## config.mk

```make
export PLATFORM = sky130hd
export DESIGN_NAME = add_accumulator
export DESIGN_NICKNAME = d
export VERILOG_FILES = /design/src/rtl/add_accumulator.sv
export SDC_FILE = /design/constraint.sdc
export NUM_CORES = 1
export LEC_CHECK = 0
export CAP_MARGIN = 40
export CORE_ASPECT_RATIO = 1.5
export CORE_MARGIN = 1.5
export CORE_UTILIZATION = 43
export DETAILED_ROUTE_END_ITERATION = 8
export GPL_ROUTABILITY_DRIVEN = 0
export PLACE_DENSITY = 0.86
export SLEW_MARGIN = 20
export SYNTH_ARGS = -nofsm -noshare
export SYNTH_HDL_FRONTEND = slang
export SYNTH_SLANG_ARGS = --single-unit
```

## constraint.sdc

```tcl
create_clock -name clk -period 7.5 [get_ports clk]
set_input_delay 1.5 -clock clk [delete_from_list [all_inputs] [get_ports clk]]
set_output_delay 1.5 -clock clk [all_outputs]
set_load 0.01 [all_outputs]
```

## src/rtl/add_accumulator.sv

```systemverilog
// rtl/add_accumulator.sv - multi-operand stream accumulator built around a ripple-carry adder
// The exact result of an accumulation is {carry_cnt, sum}.

module rca_nbit #(
    parameter int n = 16
) (
    input  logic [n-1:0] a,
    input  logic [n-1:0] b,
    input  logic         c_in,
    output logic [n-1:0] s,
    output logic         c_out
);
    logic [n:0] c;

    assign c[0] = c_in;

    for (genvar i = 0; i < n; i++) begin : g_bit
        assign s[i]   = a[i] ^ b[i] ^ c[i];
        assign c[i+1] = (a[i] & b[i]) | (c[i] & (a[i] ^ b[i]));
    end

    assign c_out = c[n];
endmodule

module add_accumulator #(
    parameter int N     = 16,
    parameter int CNT_W = 8
) (
    input  logic             clk,
    input  logic             rst,
    input  logic             start,
    input  logic [CNT_W-1:0] len,
    input  logic [N-1:0]     in_data,
    input  logic             in_valid,
    output logic             in_ready,
    output logic [N-1:0]     sum,
    output logic [CNT_W-1:0] carry_cnt,
    output logic             busy,
    output logic             done
);
    localparam logic [1:0] S_IDLE  = 2'd0;
    localparam logic [1:0] S_ACCUM = 2'd1;
    localparam logic [1:0] S_DONE  = 2'd2;

    logic [1:0]       state_q, state_d;
    logic [N-1:0]     sum_q, sum_d;
    logic [CNT_W-1:0] carry_q, carry_d;
    logic [CNT_W-1:0] rem_q, rem_d;
    logic [N-1:0]     rca_s;
    logic             rca_c;
    logic             accept;

    rca_nbit #(.n(N)) u_rca (
        .a     (sum_q),
        .b     (in_data),
        .c_in  (1'b0),
        .s     (rca_s),
        .c_out (rca_c)
    );

    // Ready depends on state only so no combinational path exists from in_valid.
    assign in_ready  = (state_q == S_ACCUM);
    assign accept    = in_ready && in_valid;
    assign busy      = (state_q != S_IDLE);
    assign done      = (state_q == S_DONE);
    assign sum       = sum_q;
    assign carry_cnt = carry_q;

    always_comb begin
        state_d = state_q;
        sum_d   = sum_q;
        carry_d = carry_q;
        rem_d   = rem_q;
        case (state_q)
            S_IDLE: begin
                if (start) begin
                    sum_d   = '0;
                    carry_d = '0;
                    rem_d   = len;
                    state_d = (len != '0) ? S_ACCUM : S_DONE;
                end
            end
            S_ACCUM: begin
                if (accept) begin
                    sum_d   = rca_s;
                    carry_d = carry_q + CNT_W'(rca_c);
                    rem_d   = rem_q - 1'b1;
                    if (rem_q == CNT_W'(1)) begin
                        state_d = S_DONE;
                    end
                end
            end
            S_DONE: begin
                state_d = S_IDLE;
            end
            default: begin
                state_d = S_IDLE;
            end
        endcase
    end

    always_ff @(posedge clk) begin
        if (rst) begin
            state_q <= S_IDLE;
            sum_q   <= '0;
            carry_q <= '0;
            rem_q   <= '0;
        end else begin
            state_q <= state_d;
            sum_q   <= sum_d;
            carry_q <= carry_d;
            rem_q   <= rem_d;
        end
    end
endmodule
```

# == Yosys cells after proc, flatten, opt, wreduce, memory -nomap -nowiden ==
# Index checks and enable logic that the tools add are counted.
# Widths: inputs -> output; s select.
# totals
elab_cells,110
out_inout_bits,27
register_bits,34
# op_classes
n_eq_ne,6
n_reduce_logical,7
add_sub_neg,2
mux,14
bitwise,77
# op_table
cell,count
$mux 16,2
$mux 8,4
$pmux 16 s2,1
$pmux 8 s2,2
$and 1x1->1,31
$xor 1x1->1,31
$or 1x1->1,15
$add 8x1->8,1
$eq 8x1->1 const B,1
$mux 2,4
$reduce_bool 8->1,1
$sub 8x1->8 const B,1
$reduce_and 3->1,2
$ne 2x1->1 const B,2
$pmux 2 s2,1
$reduce_bool 2->1,2
$eq 2x1->1 const B,1
$eq 2x2->1 const B,1
$logic_not 2->1,1
$ne 2x2->1 const B,1
$logic_and 1x1->1,1

# == Logic depth before layout (Yosys ltp) ==
# depth
ltp_word,34
mapped_depth,24
depth_no_buf,24

# == Hierarchy ==
# Synthesis repeated with hierarchy kept, for this count alone.
# unflattened
hier_cells,206
hier_area_um2,1889.3
# modules_own_cells
mod,instances,area_each_um2,cells_each,seq_area_each_um2
add_accumulator,1,1531.5,180,680.7
rca_nbit,1,357.8,26,0.0

# == Worst setup path before layout ==
# No wires, ideal clock.
# synth_timing
kind,input port to flip-flop
from,input in_data[0]
to,register carry_q[6] (netlist: carry_cnt[6])
path_slack_ns,-0.139
path_stages,24
t_required_ns,7.382
n_path_buf,0
arrival_ns,7.522
cell_sequence,ha_1 inv_1 fa_1 fa_1 fa_1 fa_1 fa_1 fa_1 fa_1 fa_1 fa_1 fa_1 fa_1 fa_1 inv_1 fa_1 fa_1 fa_1 ha_1 ha_1 nand2_1 nor4_1 xnor2_1 nor2_1
# synth_via
elab_chain_len,34
# synth_lines
item,line_no,source
"start, declared",33,"input logic [N-1:0] in_data,"
$and 1x1->1 (2 in series),19,assign c[i+1] = (a[i] & b[i]) | (c[i] & (a[i] ^ b[i]));
$or 1x1->1,19,
$and 1x1->1,19,
$or 1x1->1,19,
$and 1x1->1,19,
$or 1x1->1,19,
$and 1x1->1,19,
$or 1x1->1,19,
[17 not listed],-,
$or 1x1->1,19,
$and 1x1->1,19,
$or 1x1->1,19,
$and 1x1->1,19,
$or 1x1->1,19,
$add 8x1->8,86,carry_d = carry_q + CNT_W'(rca_c);
$mux 8,84,if (accept) begin
$pmux 8 s2,74,case (state_q)
"end signal, assigned",111,carry_q <= carry_d;
"end, declared",47,"logic [CNT_W-1:0] carry_q, carry_d;"
# Every way passes these cells. The select of a mux whose other input is x is not followed.
# A chain may end at the register's enable or synchronous reset.

# == Worst setup path in the final report ==
# layout_timing
from,input in_data[0]
to,register carry_q[4] (netlist: carry_cnt[4])
# The elaborated chain is that of the path after synthesis.

==> key figures <==
Clock tree
  – Clk buf depth: 2
  – Clk slew on worst S/H paths: 70 ps
  – Latest clock arrival within the worst-skew pair: 290 ps
  – Total CTS buffers: 5
  – CTS root buf: clkbuf_8
  – H-Tree Level Count: 2
  – CTS sink cnt: 34
  – CTS tree: done
  – Postcts setup bufs: 0

Worst setup path
  – Slowest stage cell, crit path: fa_2
  – CP Buf/Inv Count: 3
  – Worst r2r src: sum[0]$_SDFFE_PP0P_
  – Startpoint types: primary input
  – Critical Path End: carry_cnt[4]$_SDFFE_PP0P_
  – Worst R2R End: carry_cnt[4]$_SDFFE_PP0P_
  – Flop2flop setup slack: 1020 ps
  – Crit. Startpoint: in_data[0]
  – WP depth: 25
  – CP max FO: 3
  – Worst path required time: 7680 ps
  – Worst setup path class: in2reg
  – Worst path max stage delay: 370 ps
  – Top delay family on crit path: adder cells
  – Number of cells on the worst reg-to-reg path: 24
  – Crit. End Element: flip-flop
  – Worst path most repeated cell: fa_2
  – CP arrival: 7520 ps

Route
  – DR pass1 iterations: 4
  – ANT nets after route: 0
  – Via Count: 1,813
  – Vias per inst: 5.63
  – DR iter-0 viols: 40
  – Final WL: 4.95 mm
  – Routed len/inst: 15.4 um
  – Drt drc: 0

Floorplan
  – Initial Utilization: 0.445
  – Core Area: 4500 sq um
  – Die height: 86.6 um
  – Die Area: 5090 sq um
  – Die span in x: 58.7 um
  – IO Pins: 55
  – Rows: 30

Power and ir drop
  – Pwr/cell area: 163 nW/um^2
  – VDD IR-drop max: 0.104 mV
  – P_leak: 0.994 nW

Final layout
  – Area grow syn2layout: 38.3%
  – Antenna Cells: 0
  – Layout Nets: 322
  – Finished Cell Area: 2770 sq um
  – Non-filler cells, final: 322
  – Share of layout cells above drive strength 1: 0.164
  – Most frequent cells in the layout: 52 x clkdlybuf4s50_1, 38 x nor2_1, 34 x dfxtp_1
  – Commonest non-fill, non-tap cell in the layout: clkdlybuf4s50_1

Placed design
  – Inst Count DP: 315
  – # port buffers: 54
  – DPL Wire Length: 3.63 mm
  – Placed instance area: 2610 sq um

Synthesis
  – Synth Flop Type: dfxtp_1
  – Post-Synthesis Cells: 222
  – Synthesized Nets: 270
  – Mean Syn Cell Area: 9.03 sq um
  – Post-synthesis sequential area ratio: 0.340
  – Post-synth EDFFs: 0
  – Mapped cell area: 2000 sq um
  – Yosys reg bits: 34
  – Yosys warns: 0
  – Async SR Flop Fraction: 0
  – Post-synth cell types: 40

Timing
  – Measured slew at the worst slew-check pin: 641 ps
  – F_max: 0.136 GHz
  – Period utilization: 0.978
  – Final Hold Fails: 0
  – Max-Slew Margin vs Limit: 0.564
  – Final Slew Violations: 0
  – WHS: 529 ps
  – Final min period: 7340 ps
  – # setup viols final: 0
  – Clock Skew: 6.13 ps

Global route
  – Vias in the first global route: 1,844
  – Tot GR Track Use: 0.212
  – Largest net degree at the start of global routing: 22
  – First-pass GRT wire length: 8.19 mm
  – Initial antenna violation count: 0
  – Total grt overflow: 0

Min path
  – Worst Hold Class: reg2reg

Job
  – Max_cap viols: 0

Run status
  – Status: finished, final reports clean
[report_power, final]
part	leakage, nW	switching [W]	internal, W	total [W]
logic	0.678	0.0000585	0.0000588	0.000117
clock network	0.0383	0.0000653	0.0000639	0.000129
registers	0.277	0.0000138	0.000191	0.000205
[stage by stage]
stage	TNS (ps)	power [W]	utilization	setup WS, ps
finish	0	0.000451	0.616	161
global route	-5.71	0.000473	0.616	-5.71
CTS	-224	0.000450	0.613	-96.8
detailed placement	-6080	0.000322	0.579	-802
global placement	-4830	0.000314	0.573	-656
floorplan	0	0.000279	-	33.3
[worst reg2reg max path, stage by stage, from the launching register on]
cell and delay, ps:
dfxtp_1 390, ha_4 150, inv_2 40, fa_2 350, fa_2 350, fa_2 360, fa_2 370, fa_2 370
fa_2 360, fa_2 370, fa_2 350, fa_2 360, fa_2 370, fa_2 360, fa_2 360, inv_2 70
fa_2 200, fa_2 200, fa_2 220, ha_4 160, ha_4 140, nand3_2 90, nor3_2 180, xnor2_1 150
nor2_1 60
[registers in the layout, indices dropped and copies added (netlist names)]
name,flops
sum,16
carry_cnt,8
rem_q,8
state_q,2
[Yosys cell counts (6+ instances only)]
cell type / n / share of area
nor2_1: 38 / 0.071
dfxtp_1: 34 / 0.34
inv_1: 29 / 0.054
fa_1: 15 / 0.15
a2bb2oi_1: 12 / 0.052
a21oi_1: 10 / 0.025
nor4_1: 8 / 0.025
a22oi_1: 7 / 0.026
clkbuf_1: 6 / 0.011
nand2_1: 6 / 0.011
xnor2_1: 6 / 0.026
[metal layers]
layer / global-route usage / part of all wire
met1: 0.230 / 0.38
met2: 0.382 / 0.55
met3: 0.0507 / 0.045
met4: 0.0888 / 0.020
met5: 0 / 0
[cell families (layout without fill, tap and decap cells)]
logic type | count (synthesis) | count (layout) | synth area share
AND/OR/NAND/NOR | 73 | 73 | 0.174
AO/OA/AOI/OAI | 46 | 46 | 0.179
buffers and inverters | 41 | 93 | 0.0886
flip-flops | 34 | 34 | 0.340
adder cells (fa/ha/maj) | 20 | 20 | 0.181
XOR/XNOR | 6 | 6 | 0.0262
multiplexers | 2 | 2 | 0.0125
[worst min-delay path by stage]
| stage | start | to | slack [ps] | cells after the start |
|---|---|---|---|---|
| 3_5_place_dp | sum[9]$_SDFFE_PP0P_ | sum[9]$_SDFFE_PP0P_ | 500 | 2 |
| 3_3_place_gp | rem_q[6]$_SDFFE_PP0P_ | rem_q[6]$_SDFFE_PP0P_ | 500 | 1 |
| 4_1_cts | rem_q[6]$_SDFFE_PP0P_ | rem_q[6]$_SDFFE_PP0P_ | 530 | 1 |
| 5_1_grt | rem_q[6]$_SDFFE_PP0P_ | rem_q[6]$_SDFFE_PP0P_ | 540 | 1 |
| 6_report | carry_cnt[7]$_SDFFE_PP0P_ | carry_cnt[7]$_SDFFE_PP0P_ | 530 | 2 |
| 2_1_floorplan | rem_q[6]$_SDFFE_PP0P_ | rem_q[6]$_SDFFE_PP0P_ | 470 | 1 |
[area by class of cell]
class / count / area [sq um]
Multi-Input combinational cell: 147 / 1280
Tap cell: 48 / 60.1
Sequential cell: 34 / 681
Timing Repair Buffer: 56 / 567
Clock buffer: 7 / 76.3
Fill cell: 378 / 1730
Inverter: 30 / 113
[timing repair]
action                                  in CTS  in global routing
endpoints found under the setup margin       9                  7
gates resized for setup                     30                  2
hold buffers                                 0                  0
endpoints found under the hold margin        0                  0
pin swaps                                   25                 11
Power figures use the tool's default switching activity.
